File: config.mk
export PLATFORM = sky130hd
export DESIGN_NAME = bpsk_phase_sequencer
export DESIGN_NICKNAME = d
export VERILOG_FILES = /design/src/rtl/bpsk_pkg.sv /design/src/rtl/bpsk_carrier_counter.sv /design/src/rtl/bpsk_phase_sequencer.sv
export SDC_FILE = /design/constraint.sdc
export NUM_CORES = 1
export LEC_CHECK = 0
export CAP_MARGIN = 0
export CORE_UTILIZATION = 45
export CTS_BUF_LIST = sky130_fd_sc_hd__clkbuf_16
export CTS_CLUSTER_DIAMETER = 80
export DETAILED_ROUTE_END_ITERATION = 6
export GPL_TIMING_DRIVEN = 0
export HOLD_SLACK_MARGIN = 0.05
export PLACE_DENSITY = 0.66
export SLEW_MARGIN = 20
export SYNTH_ARGS = -nofsm -noshare
export SYNTH_HDL_FRONTEND = slang
export SYNTH_SLANG_ARGS = --single-unit
File: constraint.sdc
create_clock -name i_clk -period 8.6 [get_ports i_clk]
set_input_delay 1.29 -clock i_clk [delete_from_list [all_inputs] [get_ports i_clk]]
set_output_delay 1.29 -clock i_clk [all_outputs]
set_load 0.01 [all_outputs]
File: src/rtl/bpsk_pkg.sv
// Shared definitions for the BPSK phase sequencer and the sine table it drives.
//   DATA_WIDTH       phase index width (shared with wave_table_sine)
//   SINE_RESOLUTION  samples per half carrier period
//   PHASE_PERIOD     samples per full carrier period
package bpsk_pkg;

  localparam int DATA_WIDTH      = 8;
  localparam int SINE_RESOLUTION = 8;
  localparam int PHASE_PERIOD    = 2 * SINE_RESOLUTION;

  typedef enum logic [1:0] {
    IDLE     = 2'd0,
    PREAMBLE = 2'd1,
    DATA     = 2'd2
  } bpsk_seq_state_t;

  // Carrier step plus an optional half-period offset, folded back into one
  // period with a single conditional subtract.
  function automatic logic [DATA_WIDTH-1:0] phase_of(input logic [DATA_WIDTH-1:0] step,
                                                     input logic                  offset);
    logic [DATA_WIDTH:0] sum;
    sum = {1'b0, step} + (offset ? (DATA_WIDTH+1)'(SINE_RESOLUTION) : '0);
    if (sum >= (DATA_WIDTH+1)'(PHASE_PERIOD))
      sum = sum - (DATA_WIDTH+1)'(PHASE_PERIOD);
    return sum[DATA_WIDTH-1:0];
  endfunction

endpackage

File: src/rtl/bpsk_carrier_counter.sv
// Carrier timing chain: clock divider -> phase step -> carrier period count.
// Ports:
//   i_clk, i_reset   clock, synchronous active-high reset
//   i_run            advance the chain this cycle (held at zero otherwise)
//   o_step_nxt       step value the chain will hold after this edge
//   o_sym_end        current cycle is the last clock of a symbol
//   o_sym_end_nxt    next cycle will be the last clock of a symbol
module bpsk_carrier_counter
  import bpsk_pkg::*;
#(
  parameter int DIVIDER         = 4,
  parameter int PERIODS_PER_BIT = 2
) (
  input  logic                  i_clk,
  input  logic                  i_reset,
  input  logic                  i_run,
  output logic [DATA_WIDTH-1:0] o_step_nxt,
  output logic                  o_sym_end,
  output logic                  o_sym_end_nxt
);

  localparam int DIV_W = (DIVIDER > 1) ? $clog2(DIVIDER) : 1;
  localparam int PER_W = (PERIODS_PER_BIT > 1) ? $clog2(PERIODS_PER_BIT) : 1;
  localparam logic [DIV_W-1:0]      DIV_MAX  = DIV_W'(DIVIDER - 1);
  localparam logic [DATA_WIDTH-1:0] STEP_MAX = DATA_WIDTH'(PHASE_PERIOD - 1);
  localparam logic [PER_W-1:0]      PER_MAX  = PER_W'(PERIODS_PER_BIT - 1);

  logic [DIV_W-1:0]      r_div_cnt,    w_div_nxt;
  logic [DATA_WIDTH-1:0] r_step,       w_step_nxt;
  logic [PER_W-1:0]      r_period_cnt, w_period_nxt;

  // All three counters wrap together at a symbol end, so a running chain
  // rolls straight into the next symbol with no idle cycle.
  always_comb begin
    w_div_nxt    = r_div_cnt;
    w_step_nxt   = r_step;
    w_period_nxt = r_period_cnt;
    if (i_run) begin
      if (r_div_cnt == DIV_MAX) begin
        w_div_nxt = '0;
        if (r_step == STEP_MAX) begin
          w_step_nxt   = '0;
          w_period_nxt = (r_period_cnt == PER_MAX) ? '0 : r_period_cnt + PER_W'(1);
        end else begin
          w_step_nxt = r_step + DATA_WIDTH'(1);
        end
      end else begin
        w_div_nxt = r_div_cnt + DIV_W'(1);
      end
    end
  end

  always_ff @(posedge i_clk) begin
    if (i_reset) begin
      r_div_cnt    <= '0;
      r_step       <= '0;
      r_period_cnt <= '0;
    end else begin
      r_div_cnt    <= w_div_nxt;
      r_step       <= w_step_nxt;
      r_period_cnt <= w_period_nxt;
    end
  end

  assign o_step_nxt    = w_step_nxt;
  assign o_sym_end     = (r_div_cnt == DIV_MAX) && (r_step == STEP_MAX) && (r_period_cnt == PER_MAX);
  assign o_sym_end_nxt = (w_div_nxt == DIV_MAX) && (w_step_nxt == STEP_MAX) && (w_period_nxt == PER_MAX);

endmodule

File: src/rtl/bpsk_phase_sequencer.sv
// BPSK phase sequencer: accepts serial bits over valid/ready, sends an
// unmodulated preamble, then steps the sine-table phase index, adding a
// half-period offset for every 1 bit.
// Ports:
//   i_clk, i_reset     clock, synchronous active-high reset
//   i_bit_valid/data/last, o_bit_ready   bit source handshake
//   o_phase            sine table index (registered)
//   o_active           carrier being transmitted (registered)
//   o_symbol_strobe    last clock of every symbol (registered)
//   o_underrun         frame aborted for lack of data (registered pulse)
//
// state    | meaning
// IDLE     | no carrier, phase 0, counters 0, ready for first bit
// PREAMBLE | carrier with zero offset, first bit held in cur_bit
// DATA     | carrier with offset of cur_bit
module bpsk_phase_sequencer
  import bpsk_pkg::*;
#(
  parameter int DIVIDER          = 4,
  parameter int PERIODS_PER_BIT  = 2,
  parameter int PREAMBLE_SYMBOLS = 4
) (
  input  logic                  i_clk,
  input  logic                  i_reset,
  input  logic                  i_bit_valid,
  input  logic                  i_bit_data,
  input  logic                  i_bit_last,
  output logic                  o_bit_ready,
  output logic [DATA_WIDTH-1:0] o_phase,
  output logic                  o_active,
  output logic                  o_symbol_strobe,
  output logic                  o_underrun
);

  localparam int PRE_W = (PREAMBLE_SYMBOLS > 1) ? $clog2(PREAMBLE_SYMBOLS) : 1;
  localparam logic [PRE_W-1:0] PRE_LAST =
    PRE_W'((PREAMBLE_SYMBOLS > 0) ? PREAMBLE_SYMBOLS - 1 : 0);

  bpsk_seq_state_t       r_state, w_state_nxt;
  logic                  r_cur_bit, w_bit_nxt;
  logic                  r_cur_last, w_last_nxt;
  logic [PRE_W-1:0]      r_pre_cnt, w_pre_nxt;
  logic                  w_underrun_nxt;
  logic [DATA_WIDTH-1:0] r_phase;
  logic                  r_active, r_symbol_strobe, r_underrun;
  logic [DATA_WIDTH-1:0] w_step_nxt;
  logic                  w_sym_end, w_sym_end_nxt;

  bpsk_carrier_counter #(
    .DIVIDER         (DIVIDER),
    .PERIODS_PER_BIT (PERIODS_PER_BIT)
  ) u_carrier_counter (
    .i_clk         (i_clk),
    .i_reset       (i_reset),
    .i_run         (r_state != IDLE),
    .o_step_nxt    (w_step_nxt),
    .o_sym_end     (w_sym_end),
    .o_sym_end_nxt (w_sym_end_nxt)
  );

  // Ready is a function of state and counters only, never of valid.
  assign o_bit_ready = (r_state == IDLE) ||
                       ((r_state == DATA) && w_sym_end && !r_cur_last);

  always_comb begin
    w_state_nxt    = r_state;
    w_bit_nxt      = r_cur_bit;
    w_last_nxt     = r_cur_last;
    w_pre_nxt      = r_pre_cnt;
    w_underrun_nxt = 1'b0;
    case (r_state)
      IDLE: begin
        if (i_bit_valid) begin
          w_bit_nxt   = i_bit_data;
          w_last_nxt  = i_bit_last;
          w_pre_nxt   = '0;
          w_state_nxt = (PREAMBLE_SYMBOLS > 0) ? PREAMBLE : DATA;
        end
      end
      PREAMBLE: begin
        if (w_sym_end) begin
          if (r_pre_cnt == PRE_LAST) begin
            w_pre_nxt   = '0;
            w_state_nxt = DATA;
          end else begin
            w_pre_nxt = r_pre_cnt + PRE_W'(1);
          end
        end
      end
      DATA: begin
        if (w_sym_end) begin
          if (r_cur_last) begin
            w_state_nxt = IDLE;
          end else if (i_bit_valid) begin
            w_bit_nxt  = i_bit_data;
            w_last_nxt = i_bit_last;
          end else begin
            w_underrun_nxt = 1'b1;
            w_state_nxt    = IDLE;
          end
        end
      end
      default: w_state_nxt = IDLE;
    endcase
  end

  // Outputs are registered from next-cycle values so that they line up with
  // the counters: the sample for a given step appears in the same cycle the
  // counters hold that step.
  always_ff @(posedge i_clk) begin
    if (i_reset) begin
      r_state         <= IDLE;
      r_cur_bit       <= 1'b0;
      r_cur_last      <= 1'b0;
      r_pre_cnt       <= '0;
      r_phase         <= '0;
      r_active        <= 1'b0;
      r_symbol_strobe <= 1'b0;
      r_underrun      <= 1'b0;
    end else begin
      r_state         <= w_state_nxt;
      r_cur_bit       <= w_bit_nxt;
      r_cur_last      <= w_last_nxt;
      r_pre_cnt       <= w_pre_nxt;
      r_active        <= (w_state_nxt != IDLE);
      r_phase         <= (w_state_nxt == IDLE) ? '0 :
                         phase_of(w_step_nxt, w_bit_nxt && (w_state_nxt == DATA));
      r_symbol_strobe <= w_sym_end_nxt && (w_state_nxt != IDLE);
      r_underrun      <= w_underrun_nxt;
    end
  end

  assign o_phase         = r_phase;
  assign o_active        = r_active;
  assign o_symbol_strobe = r_symbol_strobe;
  assign o_underrun      = r_underrun;

endmodule

* Word level (Yosys, flattened, before mapping)
Cells that the tools add are included.
** Operators by class
- Add/subtract/negate cells :: 6
- Multipliers :: 0
- Div/mod/pow operators :: 0
- $lt $le $gt $ge :: 1
- Equal/unequal tests :: 11
- Shift operators :: 0
- Muxes and demuxes :: 32
- Bitwise logic cells :: 2
- Reductions and logical operators :: 20
** Operators with widths (number)
- $mux W8 :: 4
- $mux W2 :: 11
- $eq A8 B4 Y1 const B :: 2
- $mux W1 :: 12
- $eq A2 B2 Y1 const B :: 5
- $add A8 B4 Y9 :: 1
- $ge A9 B5 Y1 const B :: 1
- $add A8 B1 Y8 const B :: 1
- $logic_and A1 B1 Y1 :: 8
- $reduce_bool A2 Y1 :: 4
- $sub A8 B5 Y8 const B :: 1
- $ne A2 B2 Y1 const B :: 3
- $pmux W2 S3 :: 1
- $reduce_and A3 Y1 :: 2
- $add A2 B1 Y2 const B :: 2
- $logic_not A2 Y1 :: 2
- $mux W4 :: 1
- $pmux W1 S2 :: 2
- $pmux W2 S2 :: 1
- $reduce_or A4 Y1 :: 1
- $eq A2 B1 Y1 const B :: 1
- $not A1 Y1 :: 2
- $reduce_or A2 Y1 :: 1
- $add A1 B1 Y1 const B :: 1
- other kinds (2) :: 2
** Storage, ports and cells
- Register bits :: 28
- Latch bits :: 0
- Bits in writable memories :: 0
- Bits in read-only memories :: 0
- Bits of input ports :: 5
- Output and inout port bits :: 12
- Word-level logic and storage cells :: 83
- Memories :: 0

* Longest topological paths before layout
- Depth in word-level cells :: 11
- Mapped depth :: 20
- Gate-level depth less buffers :: 19

* By module
Synthesis repeated with hierarchy kept, for this count alone.
** Unflattened totals
- Cells, all modules :: 165
- Area, all modules :: 1425.1 µm²
** Modules (own cells, without submodules)
- bpsk_phase_sequencer :: instances 1, cells an instance 91, area an instance 802.0 µm², seq. area each 340.3 µm²
- bpsk_carrier_counter :: instances 1, cells an instance 74, area an instance 623.1 µm², seq. area each 220.2 µm²

* Worst setup path before layout
No wires, ideal clock.
- Kind :: input to register
- Start point :: input i_bit_valid
- End point :: register r_phase[5], in the netlist o_phase[5]
- Library setup time :: 0.086 ns
- Arrival time :: 3.718 ns
- Required time :: 8.514 ns
- Slack :: 4.797 ns
- Stages on the path :: 16
- Path buffers :: 0
- Cell sequence :: nor2b_1 nand2_1 mux2i_1 nor2_1 ha_1 ha_1 nor3_1 nor2_1 inv_1 ha_1 nand2b_1 o31ai_1 nand4b_1 nor4b_2 nor3_1 a211oi_1
** On the way
- Cells in the longest elaborated chain, start to end :: 10
- Elaborated cells on any way between the ends :: 18
- Those cells by class :: add/sub (2); order compare (1); eq/ne (1); mux (11); reduce/logical (3)
** Ends and longest elaborated chain
- start, declared :: line bpsk_phase_sequencer.sv:25 : input logic i_bit_valid,
- $mux W2 :: line bpsk_phase_sequencer.sv:94 : end else if (i_bit_valid) begin
- $mux W2 :: line bpsk_phase_sequencer.sv:92 : if (r_cur_last) begin
- $mux W2 :: line bpsk_phase_sequencer.sv:91 : if (w_sym_end) begin
- $pmux W2 S3 :: line bpsk_phase_sequencer.sv:71 : case (r_state)
- $eq A2 B2 Y1 :: line bpsk_phase_sequencer.sv:127 : phase_of(w_step_nxt, w_bit_nxt && (w_state_nxt == DATA));
- $logic_and A1 B1 Y1 :: line bpsk_phase_sequencer.sv:127
- $mux W4 :: line bpsk_pkg.sv:22 : sum = {1'b0, step} + (offset ? (DATA_WIDTH+1)'(SINE_RESOLUTION) : '0);
- $add A8 B4 Y9 :: line bpsk_pkg.sv:22
- $sub A8 B5 Y8 / $ge A9 B5 Y1 (equally long branches) :: line bpsk_pkg.sv:24, bpsk_pkg.sv:23
- $mux W8 :: line bpsk_pkg.sv:23 : if (sum >= (DATA_WIDTH+1)'(PHASE_PERIOD))
- end signal, assigned :: line bpsk_phase_sequencer.sv:126 : r_phase <= (w_state_nxt == IDLE) ? '0 :
- end, declared :: line bpsk_phase_sequencer.sv:44 : logic [DATA_WIDTH-1:0] r_phase;
Several ways; a longest one is shown, not always the timed one.
A chain may end at the register's enable or synchronous reset.

* Worst setup path in the final report
Same ends and word-level chain as after synthesis.

==> results.yml <==
critical_path:
  r2r_end: "o_phase[5]"
  cp_max_fo: 7
  rr_worst_depth: 20
  endpoint_kind: "register"
  path_cells: "clkdlybuf4s50_1, nor2b_1, nand2_1, mux2i_1, nor2_1, ha_1, ha_1, o21a_1, nor2_1, inv_1, ha_1, nand2b_1, o31ai_1, nand4b_1, nor4b_2, nor3_1, a211oi_1"
  cpPeakStageDelay_ns: 0.52
  path_class: "primary input to register"
  startpoint: "i_bit_valid"
  required_ns: 8.78
  crit_top_cell: "ha_1"
  cpMaxStageDelayCell: "clkdlybuf4s50_1"
  r2r-start: "u_carrier_counter.r_step[0]"
  worstPathArrival_ns: 4.88
  rrSetupSlack_ns: 3.97
  crit_path_start_kind: "primary input"
floorplanning:
  start_util_pct: 48.2
  die_area_sq_um: 3900
  row_count: 21
  die_x_um: 62.5
  io_pins: 17
  core_area_sq_um: 3420
  die_h_um: 62.5
detailed_routing:
  via_per_inst: 5.79
  via_count: 1489
  ant_nets: 0
  avgRoutedWirePerCell_um: 14.7
  drcViolationCount: 0
  drt-initial-drc-count: 118
  drt-pass1-iter-count: 4
  routed_wl_um: 3780
synth:
  synth_edf_count: 0
  ys.flop_type: "dfxtp_1"
  synthCells: 191
  synthArstFlopShare_pct: 0
  synth_nets: 202
  synth_area_sq_um: 1650
  yosys_warnings: 0
  ys_types: 57
  syn_avg_cell_area_sq_um: 8.61
  yosysSeqAreaShare_pct: 34.1
  ys_ff_latch: 28
clocking:
  path_clk_slew_ns: 0.07
  numCtsBuffers: 3
  htreeDepth: 1
  postCtsHoldBufs: 0
  cts_root_buf: "clkbuf_16"
  cts_tree: "built"
  clockBufferDepth: 2
  clock_latency_ns: 0.26
  cts.repair.resized: 0
  cts_setup_buffers: 0
  cts.sinks: 28
place:
  port_buffers: 16
  dpl_cell_area_sq_um: 1860
  dp.cells: 253
  gp_congestion: 0.876
  hpwl_um: 2820
power_and_ir_drop:
  pwr-share-comb_pct: 5.0
  p_clk_share_pct: 48.4
  ir_drop_v: 0.0000828
  p_switching_mw: 0.0561
  power.internal_mw: 0.231
  switching_share_pct: 19.6
  power.static_leakage_nw: 0.748
  p_seq_share_pct: 46.5
  power_density_nw_per_um2: 146
layout:
  layout-drive-gt1-share_pct: 11.8
  final_common_cell: "nor2_1"
  diodes: 0
  stdcell_count: 257
  nets: 223
  syn2layout_area_growth_pct: 19.6
  fin_area_sq_um: 1970
  mostFrequentLayoutCells: "nor2_1 (31), dfxtp_1 (28), clkdlybuf4s50_1 (16)"
  final_util_pct: 57.6
worst_hold_path:
  min-delay-start: "r_cur_last"
  hold_end: "o_underrun"
  worstHoldPathType: "register to register"
  hold_depth: 1
timing:
  finalClockSkew_ns: 0.00349
  period_needed_ns: 4.70
  fin_tns_setup_ns: 0
  slew-limit-headroom_pct: 57.0
  final_hold_viol_count: 0
  slew_viol_final: 0
  rsz0062_at_grt: "false"
  worst_pin_slew_ns: 0.637
  clock.fmax_mhz: 213
  setup_viol: 0
  period_share_pct: 54.6
grt:
  grt_pass1_vias: 1395
  antenna_found_initial: 0
  grt_max_degree: 17
  grt_usage_pct: 20.9
  grt_pass1_wl_um: 6560
  grt_remaining_overflow: 0
outcome:
  outcome: "completed"
job:
  cap_violations: 0
through the flow:
stage	hold WS, ns	setup WS [ns]	power (mW)
global route	0.480	3.67	0.298
CTS	0.457	3.97	0.290
global placement	0.437	3.83	0.150
detailed placement	0.442	3.75	0.151
finish	0.457	3.90	0.287
floorplan	0.419	4.80	0.145
cell usage after synthesis, types with 3 or more instances:
cell type	instances	area (sq um)
a211oi_1	4	30.0
a21oi_1	7	35.0
buf_2	3	15.0
clkbuf_1	4	15.0
dfxtp_1	28	561
ha_1	6	75.1
inv_1	7	26.3
nand2_1	8	30.0
nand2b_1	4	25.0
nand3_1	5	25.0
nand4_1	3	18.8
nor2_1	31	116
nor2b_1	5	31.3
nor3_1	8	40.0
o21ai_0	8	40.0
o221ai_1	3	26.3
xor2_1	3	26.3
how the worst max path moves through the flow:
stage	endpoint	cells past startpoint
floorplan	o_phase[5]	16
global placement	o_phase[5]	17
detailed placement	o_phase[4]	17
CTS	o_phase[4]	17
global route	o_phase[5]	20
finish	o_phase[5]	17
logic make-up (layout without fill, tap and decap cells):
| kind of cell | after synthesis | after routing | share of synthesized area (%) |
|---|---|---|---|
| buf+inv | 17 | 37 | 4.94 |
| xor+xnor | 6 | 6 | 3.65 |
| flops | 28 | 28 | 34.1 |
| mux | 2 | 2 | 1.22 |
| simple gates | 83 | 83 | 29.0 |
| fa+ha+maj | 6 | 6 | 4.56 |
| compound gates | 49 | 49 | 22.6 |
power by group through the flow:
| stage | clock network [mW] | logic, mW | registers, mW |
|---|---|---|---|
| 3_5_place_dp | 0 | 0.0145 | 0.136 |
| 6_report | 0.139 | 0.0144 | 0.133 |
| 3_3_place_gp | 0 | 0.0140 | 0.136 |
| 4_1_cts | 0.142 | 0.0146 | 0.133 |
| 5_1_grt | 0.148 | 0.0164 | 0.134 |
| 2_1_floorplan | 0 | 0.00851 | 0.136 |
critical path, delay by kind of cell:
kind / cells / cell delay [ns]
AOI/OAI and AO/OA: 3 / 0.68
adders and majority gates: 3 / 0.81
buffers and inverters: 2 / 0.58
muxes: 1 / 0.15
and+or+nand+nor: 8 / 1.39
flip-flops by register name, summed over array words and instances, names as in the netlist:
name	flops
r_cur_last	1
o_phase	8
u_carrier_counter.r_div_cnt	2
o_symbol_strobe	1
r_cur_bit	1
o_underrun	1
o_active	1
r_state	2
u_carrier_counter.r_step	8
u_carrier_counter.r_period_cnt	1
r_pre_cnt	2
per-layer routing:
layer / track usage [%] / share of wire (%) / vias to the layer above
li1: - / - / 736
met1: 26.9 / 44 / 707
met2: 35.3 / 50 / 38
met3: 2.74 / 4.0 / 8
met4: 7.85 / 1.9 / 0
met5: 0 / 0 / -
layout make-up:
class / count / area, sq um
well taps: 46 / 57.6
repair buffers: 16 / 160
clock buffers: 3 / 75.1
plain buffers: 9 / 48.8
flip-flops and latches: 28 / 561
multi-input cells: 146 / 1000
fillers: 303 / 1450
inverters: 8 / 32.5
clock inverters: 1 / 30.0
Power figures use the tool's default switching activity.
